### src/rtl/mem_access_unit_if.sv
// Request, response and main_mem port signals of the load/store unit.
interface mem_access_unit_if;
    logic        i_req;
    logic        i_wr;
    logic [2:0]  i_funct3;
    logic [31:0] i_addr;
    logic [31:0] i_wr_data;
    logic        o_ready;
    logic        o_done;
    logic        o_err;
    logic [31:0] o_rd_data;
    logic [31:0] o_mem_addr;
    logic        o_mem_wr_en;
    logic [31:0] o_mem_wr_val;
    logic [31:0] i_mem_val;

    // Execute stage and memory side
    modport master (
        output i_req, i_wr, i_funct3, i_addr, i_wr_data, i_mem_val,
        input  o_ready, o_done, o_err, o_rd_data, o_mem_addr, o_mem_wr_en, o_mem_wr_val
    );

    // Load/store unit side
    modport slave (
        input  i_req, i_wr, i_funct3, i_addr, i_wr_data, i_mem_val,
        output o_ready, o_done, o_err, o_rd_data, o_mem_addr, o_mem_wr_en, o_mem_wr_val
    );
endinterface

### src/rtl/mem_access_unit.sv
// Load/store initiator for a word-wide, byte-addressed memory port with combinational
// read and synchronous write. Sub-word stores are done as read-modify-write.
module mem_access_unit #(
    parameter bit ERR_ON_MISALIGNED = 1'b0
) (
    input  logic             i_clk,
    input  logic             i_rst,
    mem_access_unit_if.slave bus
);
    typedef enum logic [2:0] {StIdle, StLoad, StRmwRd, StWrite, StResp} state_e;

    state_e      state_q, state_d;
    logic [31:0] addr_q, addr_d;
    logic [31:0] wr_data_q, wr_data_d;
    logic [31:0] wr_val_q, wr_val_d;
    logic [31:0] rd_data_q, rd_data_d;
    logic [2:0]  funct3_q, funct3_d;
    logic        wr_q, wr_d;
    logic        err_q, err_d;
    logic        misaligned;
    logic        req_bad;
    logic [31:0] merge_mask;

    // Classify the incoming request: unsupported funct3 or (optionally) misalignment
    always_comb begin
        misaligned = 1'b0;
        if (ERR_ON_MISALIGNED) begin
            case (bus.i_funct3[1:0])
                2'b01:   misaligned = bus.i_addr[0];
                2'b10:   misaligned = |bus.i_addr[1:0];
                default: misaligned = 1'b0;
            endcase
        end
        if (bus.i_wr) begin
            req_bad = bus.i_funct3[2] | (&bus.i_funct3[1:0]);
        end else begin
            req_bad = (&bus.i_funct3[1:0]) | (bus.i_funct3[2] & bus.i_funct3[1]);
        end
        req_bad = req_bad | misaligned;
    end

    // Next-state and datapath register updates
    always_comb begin
        state_d   = state_q;
        addr_d    = addr_q;
        wr_data_d = wr_data_q;
        wr_val_d  = wr_val_q;
        rd_data_d = rd_data_q;
        funct3_d  = funct3_q;
        wr_d      = wr_q;
        err_d     = err_q;
        // SH keeps the low halfword of store data, SB the low byte
        merge_mask = funct3_q[0] ? 32'h0000_ffff : 32'h0000_00ff;

        unique case (state_q)
            StIdle: begin
                if (bus.i_req) begin
                    addr_d    = bus.i_addr;
                    wr_data_d = bus.i_wr_data;
                    funct3_d  = bus.i_funct3;
                    wr_d      = bus.i_wr;
                    err_d     = req_bad;
                    if (req_bad) begin
                        state_d = StResp;
                    end else if (!bus.i_wr) begin
                        state_d = StLoad;
                    end else if (bus.i_funct3[1]) begin
                        wr_val_d = bus.i_wr_data;
                        state_d  = StWrite;
                    end else begin
                        state_d = StRmwRd;
                    end
                end
            end
            StLoad: begin
                // Guard keeps rd_data untouched by anything but a load
                if (!wr_q) begin
                    case (funct3_q)
                        3'b000:  rd_data_d = {{24{bus.i_mem_val[7]}}, bus.i_mem_val[7:0]};
                        3'b100:  rd_data_d = {24'b0, bus.i_mem_val[7:0]};
                        3'b001:  rd_data_d = {{16{bus.i_mem_val[15]}}, bus.i_mem_val[15:0]};
                        3'b101:  rd_data_d = {16'b0, bus.i_mem_val[15:0]};
                        default: rd_data_d = bus.i_mem_val;
                    endcase
                end
                state_d = StResp;
            end
            StRmwRd: begin
                wr_val_d = (bus.i_mem_val & ~merge_mask) | (wr_data_q & merge_mask);
                state_d  = StWrite;
            end
            StWrite: state_d = StResp;
            StResp:  state_d = StIdle;
            default: state_d = StIdle;
        endcase
    end

    // State and datapath registers with synchronous reset
    always_ff @(posedge i_clk) begin
        if (i_rst) begin
            state_q   <= StIdle;
            addr_q    <= '0;
            wr_data_q <= '0;
            wr_val_q  <= '0;
            rd_data_q <= '0;
            funct3_q  <= '0;
            wr_q      <= 1'b0;
            err_q     <= 1'b0;
        end else begin
            state_q   <= state_d;
            addr_q    <= addr_d;
            wr_data_q <= wr_data_d;
            wr_val_q  <= wr_val_d;
            rd_data_q <= rd_data_d;
            funct3_q  <= funct3_d;
            wr_q      <= wr_d;
            err_q     <= err_d;
        end
    end

    assign bus.o_ready      = (state_q == StIdle);
    assign bus.o_done       = (state_q == StResp);
    assign bus.o_err        = (state_q == StResp) & err_q;
    assign bus.o_rd_data    = rd_data_q;
    assign bus.o_mem_addr   = addr_q;
    // Reset on the write edge suppresses the write
    assign bus.o_mem_wr_en  = (state_q == StWrite) & ~i_rst;
    assign bus.o_mem_wr_val = wr_val_q;
endmodule

### src/flat_wrapper.sv
// flat-port wrapper written by rule: the top's interface ports become plain ports
module mem_access_unit_flat 
#(
    parameter bit ERR_ON_MISALIGNED = 1'b0
)
  (i_clk, i_rst, bus_i_req, bus_i_wr, bus_i_funct3, bus_i_addr, bus_i_wr_data, bus_i_mem_val, bus_o_ready, bus_o_done, bus_o_err, bus_o_rd_data, bus_o_mem_addr, bus_o_mem_wr_en, bus_o_mem_wr_val);
  mem_access_unit_if bus_i ();
  input  logic i_clk;
  input  logic i_rst;
  input wire logic [$bits(bus_i.i_req)-1:0] bus_i_req;
  input wire logic [$bits(bus_i.i_wr)-1:0] bus_i_wr;
  input wire logic [$bits(bus_i.i_funct3)-1:0] bus_i_funct3;
  input wire logic [$bits(bus_i.i_addr)-1:0] bus_i_addr;
  input wire logic [$bits(bus_i.i_wr_data)-1:0] bus_i_wr_data;
  input wire logic [$bits(bus_i.i_mem_val)-1:0] bus_i_mem_val;
  output wire logic [$bits(bus_i.o_ready)-1:0] bus_o_ready;
  output wire logic [$bits(bus_i.o_done)-1:0] bus_o_done;
  output wire logic [$bits(bus_i.o_err)-1:0] bus_o_err;
  output wire logic [$bits(bus_i.o_rd_data)-1:0] bus_o_rd_data;
  output wire logic [$bits(bus_i.o_mem_addr)-1:0] bus_o_mem_addr;
  output wire logic [$bits(bus_i.o_mem_wr_en)-1:0] bus_o_mem_wr_en;
  output wire logic [$bits(bus_i.o_mem_wr_val)-1:0] bus_o_mem_wr_val;
  assign bus_i.i_req = bus_i_req;
  assign bus_i.i_wr = bus_i_wr;
  assign bus_i.i_funct3 = bus_i_funct3;
  assign bus_i.i_addr = bus_i_addr;
  assign bus_i.i_wr_data = bus_i_wr_data;
  assign bus_i.i_mem_val = bus_i_mem_val;
  assign bus_o_ready = bus_i.o_ready;
  assign bus_o_done = bus_i.o_done;
  assign bus_o_err = bus_i.o_err;
  assign bus_o_rd_data = bus_i.o_rd_data;
  assign bus_o_mem_addr = bus_i.o_mem_addr;
  assign bus_o_mem_wr_en = bus_i.o_mem_wr_en;
  assign bus_o_mem_wr_val = bus_i.o_mem_wr_val;
  mem_access_unit #(.ERR_ON_MISALIGNED(ERR_ON_MISALIGNED)) u_core (.i_clk(i_clk), .i_rst(i_rst), .bus(bus_i));
endmodule
### config.mk
export PLATFORM = sky130hd
export DESIGN_NAME = mem_access_unit_flat
export DESIGN_NICKNAME = d
export VERILOG_FILES = /design/src/rtl/mem_access_unit_if.sv /design/src/rtl/mem_access_unit.sv /design/src/flat_wrapper.sv
export SDC_FILE = /design/constraint.sdc
export NUM_CORES = 1
export LEC_CHECK = 0
export CORE_UTILIZATION = 45
export DETAILED_ROUTE_END_ITERATION = 8
export GPL_TIMING_DRIVEN = 1
export PLACE_DENSITY = 0.84
export REMOVE_ABC_BUFFERS = 1
export SKIP_LAST_GASP = 1
export SLEW_MARGIN = 0
export SYNTH_ARGS = -nofsm -noshare
export SYNTH_HDL_FRONTEND = slang
export SYNTH_SLANG_ARGS = --single-unit
### constraint.sdc
create_clock -name i_clk -period 3.6 [get_ports i_clk]
set_input_delay 0.54 -clock i_clk [delete_from_list [all_inputs] [get_ports i_clk]]
set_output_delay 0.54 -clock i_clk [all_outputs]
set_load 0.1 [all_outputs]
; Word level (Yosys, flattened, before mapping)
; Index checks and enable logic that the tools add are counted.
[word_totals]
latchBits = 0
output_inout_bits = 100
memories = 0
register_bits = 136
mem_bits_ro = 0
input_bits = 103
ramBits = 0
word_cells = 51
[classes]
n_mux = 13
n_bitwise = 11
n_mul = 0
n_div = 0
n_lt_le_gt_ge = 0
reduce_logical = 8
eq_ne = 11
n_shift = 0
n_addsub = 0
[op_table]
columns = op, n
row1 = 32-bit two-way mux, 4
row2 = 32-bit one-hot mux with 4 select lines, 1
row3 = 32-bit bitwise AND, 2
row4 = 32-bit one-hot mux with 2 select lines, 1
row5 = 32-bit inverter, 1
row6 = 32-bit OR, 1
row7 = 16-bit two-way mux, 1
row8 = 3-bit == test (second input constant), 3
row9 = 3-bit two-way mux, 3
row10 = 3-bit one-hot mux with 3 select lines, 1
row11 = 2-bit inequality test (second input constant), 4
row12 = 3-bit by 1-bit == test with 1-bit output (second input constant), 2
row13 = 3-bit by 2-bit == test with 1-bit output (second input constant), 2
row14 = 3-bit zero test, 2
row15 = 2-bit AND reduction, 3
row16 = 5-bit AND reduction, 1
row17 = 1-bit bitwise AND, 3
row18 = 1-bit two-way mux, 2
row19 = 1-bit inverter, 2
row20 = 1-bit OR, 2
row21 = 2-bit nonzero test, 1
row22 = 2-bit OR reduction, 1

; Depth between registers and ports, before layout
[depth]
word_depth = 6
mapped_depth = 6
depth_no_buf = 3

; Least setup slack after synthesis
; Ideal clock, no wire load.
[synth_path]
path_kind = register to output
from = register u_core.state_q[1]
to = output bus_o_err
setup_slack_ns = -0.825
arrival_time_ns = 3.885
path_buffers = 2
path_stages_with_launch = 5
required_time_ns = 3.060
cell_sequence = dfxtp_1 -> clkbuf_2 -> buf_1 -> nor3b_1 -> and2_1
[synth_via]
elab_chain_len = 2
[synth_rtl]
columns = item, line
row1 = from (decl), mem_access_unit.sv:12  ; state_e state_q, state_d;
row2 = from (signal assigned), mem_access_unit.sv:101  ; state_q <= StIdle;
row3 = from (signal assigned), mem_access_unit.sv:110  ; state_q <= state_d;
row4 = 3-bit == test, -
row5 = named net bus_o_done, flat_wrapper.sv:17  ; output wire logic [$bits(bus_i.o_done)-1:0] bus_o_done;
row6 = 1-bit bitwise AND, mem_access_unit.sv:123  ; assign bus.o_err = (state_q == StResp) & err_q;
row7 = to (decl), flat_wrapper.sv:18  ; output wire logic [$bits(bus_i.o_err)-1:0] bus_o_err;
; The timed path passes the listed nets, and every way through them passes these cells.

; Worst setup path after layout
[layout_path]
from = register u_core.state_q[1]
to = output bus_o_mem_wr_en
[layout_via]
elab_chain_len = 2
[layout_rtl]
columns = item, line
row1 = 3-bit by 2-bit == test with 1-bit output, mem_access_unit.sv:127  ; assign bus.o_mem_wr_en = (state_q == StWrite) & ~i_rst;
row2 = 1-bit bitwise AND, mem_access_unit.sv:127
row3 = to (decl), flat_wrapper.sv:21  ; output wire logic [$bits(bus_i.o_mem_wr_en)-1:0] bus_o_mem_wr_en;
; No other way between the ends.

==> impl_metrics.prom <==
# TYPE chip_impl_metric gauge
chip_impl_info{name="critPathSlowestCell",value="dfxtp_1"} 1
chip_impl_metric{name="synth-edff-count",unit=""} 0
chip_impl_metric{name="switchingPower",unit="uW"} 1610
chip_impl_info{name="worstSetupPathType",value="reg -> out"} 1
chip_impl_metric{name="syn-instance-count",unit=""} 604
chip_impl_metric{name="stdcell_count",unit=""} 923
chip_impl_metric{name="synthArstFlopShare",unit="%"} 0
chip_impl_metric{name="leakage_power",unit="uW"} 0.00257
chip_impl_metric{name="fin_crit",unit="ns"} 2.48
chip_impl_metric{name="worstPathMaxFanout",unit=""} 21
chip_impl_metric{name="synth_xor_xnor_area_share",unit="%"} 0
chip_impl_metric{name="layout_worst_path_cycle_share",unit="%"} 68.9
chip_impl_metric{name="remaining_drc_errors",unit=""} 0
chip_impl_metric{name="post_synth_num_cell_types",unit=""} 38
chip_impl_info{name="min-delay-start",value="u_core.bus.o_rd_data[7]$_SDFFE_PP0P_"} 1
chip_impl_metric{name="rrSetupSlack",unit="ns"} 1.22
chip_impl_metric{name="dpl.hpwl",unit="um"} 10200
chip_impl_metric{name="pwr-share-clk",unit="%"} 34.9
chip_impl_metric{name="synth-adder-area-share",unit="%"} 0
chip_impl_metric{name="mux_cell_area_share_after_synthesis",unit="%"} 0.197
chip_impl_metric{name="port_buffers",unit=""} 202
chip_impl_info{name="largest_family_of_logic_cells_by_synthesized_area",value="simple AND/OR/NAND/NOR gates"} 1
chip_impl_info{name="critPathLaunchType",value="flip-flop"} 1
chip_impl_metric{name="start_util",unit="%"} 46.5
chip_impl_metric{name="layout-area-overhead-vs-synth",unit="%"} 48.8
chip_impl_metric{name="max_slew.worst_pin.slew",unit="ns"} 1.14
chip_impl_metric{name="max_cap_viol_count",unit=""} 0
chip_impl_metric{name="grt_remaining_overflow",unit=""} 0
chip_impl_info{name="synth-main-ff-cell",value="dfxtp_1"} 1
chip_impl_metric{name="insertion_delay",unit="ns"} 0.40
chip_impl_metric{name="routed_via_density",unit=""} 5.54
chip_impl_metric{name="timing.slew.headroom",unit="%"} 24.2
chip_impl_metric{name="synthSimpleGateAreaFrac",unit="%"} 24.5
chip_impl_metric{name="seq_power_share",unit="%"} 34.5
chip_impl_metric{name="grt_first_pass_wirelength",unit="um"} 23800
chip_impl_metric{name="synth_largest_type_area_fraction",unit="%"} 47.2
chip_impl_metric{name="yosys_register_bits",unit=""} 120
chip_impl_metric{name="yosysSeqAreaShare",unit="%"} 47.2
chip_impl_metric{name="synth_compound_area_share",unit="%"} 21.5
chip_impl_metric{name="final_antenna_net_count",unit=""} 0
chip_impl_metric{name="critical_path_buf_inv_count",unit=""} 1
chip_impl_metric{name="total_power_per_unit_cell_area",unit="nW/um2"} 586
chip_impl_metric{name="drtIter0Drc",unit=""} 337
chip_impl_metric{name="setup_viol",unit=""} 0
chip_impl_metric{name="cp_slowest_stage_delay",unit="ns"} 0.89
chip_impl_metric{name="cts_buffers",unit=""} 17
chip_impl_metric{name="power_frac_comb",unit="%"} 30.6
chip_impl_info{name="worstSetupEndpointType",value="primary output"} 1
chip_impl_info{name="status",value="completed"} 1
chip_impl_metric{name="clock_skew",unit="ns"} 0.00460
chip_impl_metric{name="global_routing_usage_summed_across_all_routing_layers",unit="%"} 26.3
chip_impl_metric{name="cp.required",unit="ns"} 3.06
chip_impl_metric{name="total_negative_slack_for_setup_checks",unit="ns"} 0
chip_impl_info{name="clock_tree.root_cell",value="clkbuf_16"} 1
chip_impl_metric{name="number_of_antenna_violations_at_the_first_check_in_global_routing",unit=""} 0
chip_impl_metric{name="die_height",unit="um"} 108
chip_impl_metric{name="p_int",unit="uW"} 2830
chip_impl_metric{name="ff2ff_path_depth",unit=""} 3
chip_impl_info{name="synth.area.top_cells",value="dfxtp_1, nand2_1, a211oi_1"} 1
chip_impl_metric{name="routedWlPerCell",unit="um"} 16.6
chip_impl_metric{name="rows",unit=""} 38
chip_impl_metric{name="overall_routed_net_length",unit="um"} 15300
chip_impl_metric{name="cts.hold.buffers_added",unit=""} 0
chip_impl_metric{name="total_chip_power",unit="uW"} 4430
chip_impl_metric{name="hold_viol",unit=""} 0
chip_impl_metric{name="first_pass_iters",unit=""} 9
chip_impl_info{name="clock_tree_from_tritoncts",value="built"} 1
chip_impl_info{name="worstReg2RegStart",value="u_core.state_q[1]$_SDFFE_PP0P_"} 1
chip_impl_metric{name="post_cts.repair.setup_buffers",unit=""} 0
chip_impl_metric{name="fraction_of_final_layout_cells_with_drive_strength_greater_than_1",unit="%"} 6.77
chip_impl_metric{name="finalMaxSlewViolations",unit=""} 0
chip_impl_metric{name="chipWidth",unit="um"} 108
chip_impl_metric{name="syn_area",unit="um2"} 5090
chip_impl_metric{name="clkTransAtPathRegs",unit="ns"} 0.05
chip_impl_info{name="synth_top_cell_by_area",value="dfxtp_1"} 1
chip_impl_metric{name="ioPinCount",unit=""} 203
chip_impl_metric{name="min_delay_path_depth",unit=""} 2
chip_impl_metric{name="n_antenna_cell",unit=""} 0
chip_impl_info{name="rsz_0062_raised_after_global_routing",value="false"} 1
chip_impl_metric{name="switching_share",unit="%"} 36.3
chip_impl_metric{name="cts_resized",unit=""} 0
chip_impl_metric{name="htree_levels",unit=""} 4
chip_impl_metric{name="ctsLongestPathBuffers",unit=""} 2
chip_impl_metric{name="yosys_warnings",unit=""} 0
chip_impl_metric{name="max_freq",unit="MHz"} 403
chip_impl_metric{name="first_global_vias",unit=""} 4936
chip_impl_info{name="worst_path_cell_trace",value="nor3b_1 > buf_4"} 1
chip_impl_metric{name="timing.final.ws_setup",unit="ns"} 1.12
chip_impl_metric{name="dr_total_vias",unit=""} 5114
chip_impl_metric{name="grt_max_degree",unit=""} 68
chip_impl_metric{name="synth_area_per_cell",unit="um2"} 8.42
chip_impl_metric{name="ir_worst_vdd",unit="V"} 0.000375
chip_impl_metric{name="die-area",unit="um2"} 11700
chip_impl_metric{name="routabilityCongestion",unit=""} 0.840
chip_impl_metric{name="numPlacedInstances",unit=""} 895
chip_impl_info{name="whs_endpoint",value="u_core.bus.o_rd_data[7]$_SDFFE_PP0P_"} 1
chip_impl_metric{name="floorplan.core_area",unit="um2"} 10900
chip_impl_metric{name="dp_worst_setup_slack",unit="ns"} 0.878
chip_impl_metric{name="num-nets-final",unit=""} 877
chip_impl_info{name="hold_path.class",value="reg -> reg"} 1
chip_impl_info{name="reg2reg_to",value="u_core.wr_data_q[12]$_SDFFE_PP0P_"} 1
chip_impl_metric{name="arrival_time_worst_endpoint",unit="ns"} 1.94
chip_impl_info{name="critPathTopFamily",value="flip-flops"} 1
chip_impl_metric{name="clkSinkCount",unit=""} 120
==> metal layers <==
layer	GRT usage, %	routed length [um]	share of wire [%]	vias to the layer above
li1	-	-	-	2479
met1	30.0	6090	40	2364
met2	44.8	7530	49	236
met3	9.95	1390	9.1	35
met4	9.56	284	1.9	0
met5	0	0	0	-
==> cell usage after synthesis (all sizes together), types with 9 or more instances <==
| library cell | count |
|---|---|
| nand2 | 146 |
| dfxtp | 120 |
| a21oi | 61 |
| a211oi | 57 |
| clkbuf | 32 |
| buf | 29 |
| nor4 | 27 |
| nor2 | 25 |
| nor3 | 25 |
| o21bai | 24 |
| o21ai | 9 |
==> kinds of logic (layout without fill, tap and decap cells) <==
family | Yosys count | count (layout)
buf+inv | 61 | 240
mux | 1 | 1
flops | 120 | 120
compound gates | 164 | 164
simple gates | 258 | 258
==> flip-flops by register name, indices dropped and copies added, names as in the netlist <==
name	cells
u_core.state_q	3
u_core.bus.o_rd_data	32
u_core.funct3_q	3
u_core.err_q	1
u_core.wr_q	1
u_core.wr_data_q	16
u_core.bus.o_mem_wr_val	32
u_core.bus.o_mem_addr	32
==> metrics by stage <==
stage               hold slack, ns  utilization [%]  instance area (um2)
floorplan                    0.426                -                 4750
global placement             0.441             64.3                 7030
detailed placement           0.446             64.3                 7030
CTS                          0.454             69.2                 7570
global route                 0.467             69.2                 7570
finish                       0.452             69.2                 7570
==> worst register-to-register path, stage by stage, from the launching register on <==
cell and delay, ns:
dfxtp_1 0.89, or4b_2 1.02, nand2_1 0.17, a21oi_1 0.22
==> cell type report <==
| cell class | instances | area, um2 |
|---|---|---|
| clock buffer | 24 | 492 |
| clock inverter | 4 | 45.0 |
| fill | 863 | 3370 |
| multi-input combinational | 423 | 2360 |
| sequential | 120 | 2400 |
| tap | 140 | 175 |
| timing repair buffer | 212 | 2100 |
==> cell usage in the layout (no fill, tap or decap), drive strengths merged, types with 9 or more instances in the layout <==
master         Yosys  routed
a211oi            57      57
a21oi             61      61
buf               29      15
clkbuf            32      24
clkdlybuf4s50      0     197
dfxtp            120     120
nand2            146     146
nor2              25      25
nor3              25      25
nor4              27      27
o21ai              9       9
o21bai            24      24
==> worst max path at each step <==
stage	from	to	slack, ns	depth (start not counted)
finish	u_core.state_q[1]$_SDFFE_PP0P_	bus_o_mem_wr_en	1.12	2
global route	u_core.state_q[1]$_SDFFE_PP0P_	bus_o_mem_wr_en	0.98	2
CTS	u_core.state_q[1]$_SDFFE_PP0P_	bus_o_mem_wr_en	1.08	2
detailed placement	bus_i_req	u_core.err_q$_SDFFE_PP0P_	0.88	4
global placement	bus_i_req	u_core.err_q$_SDFFE_PP0P_	0.90	4
floorplan	u_core.state_q[2]$_SDFFE_PP0P_	bus_o_err	-0.87	2
==> power by group through the flow <==
stage	Combinational, uW	Clock, uW	Sequential (uW)
CTS	1360	1570	1530
global route	1420	1650	1540
detailed placement	1350	0	1560
global placement	1330	0	1550
floorplan	310	0	2170
finish	1360	1550	1530
No activity file was read; power rests on OpenSTA's default activity.
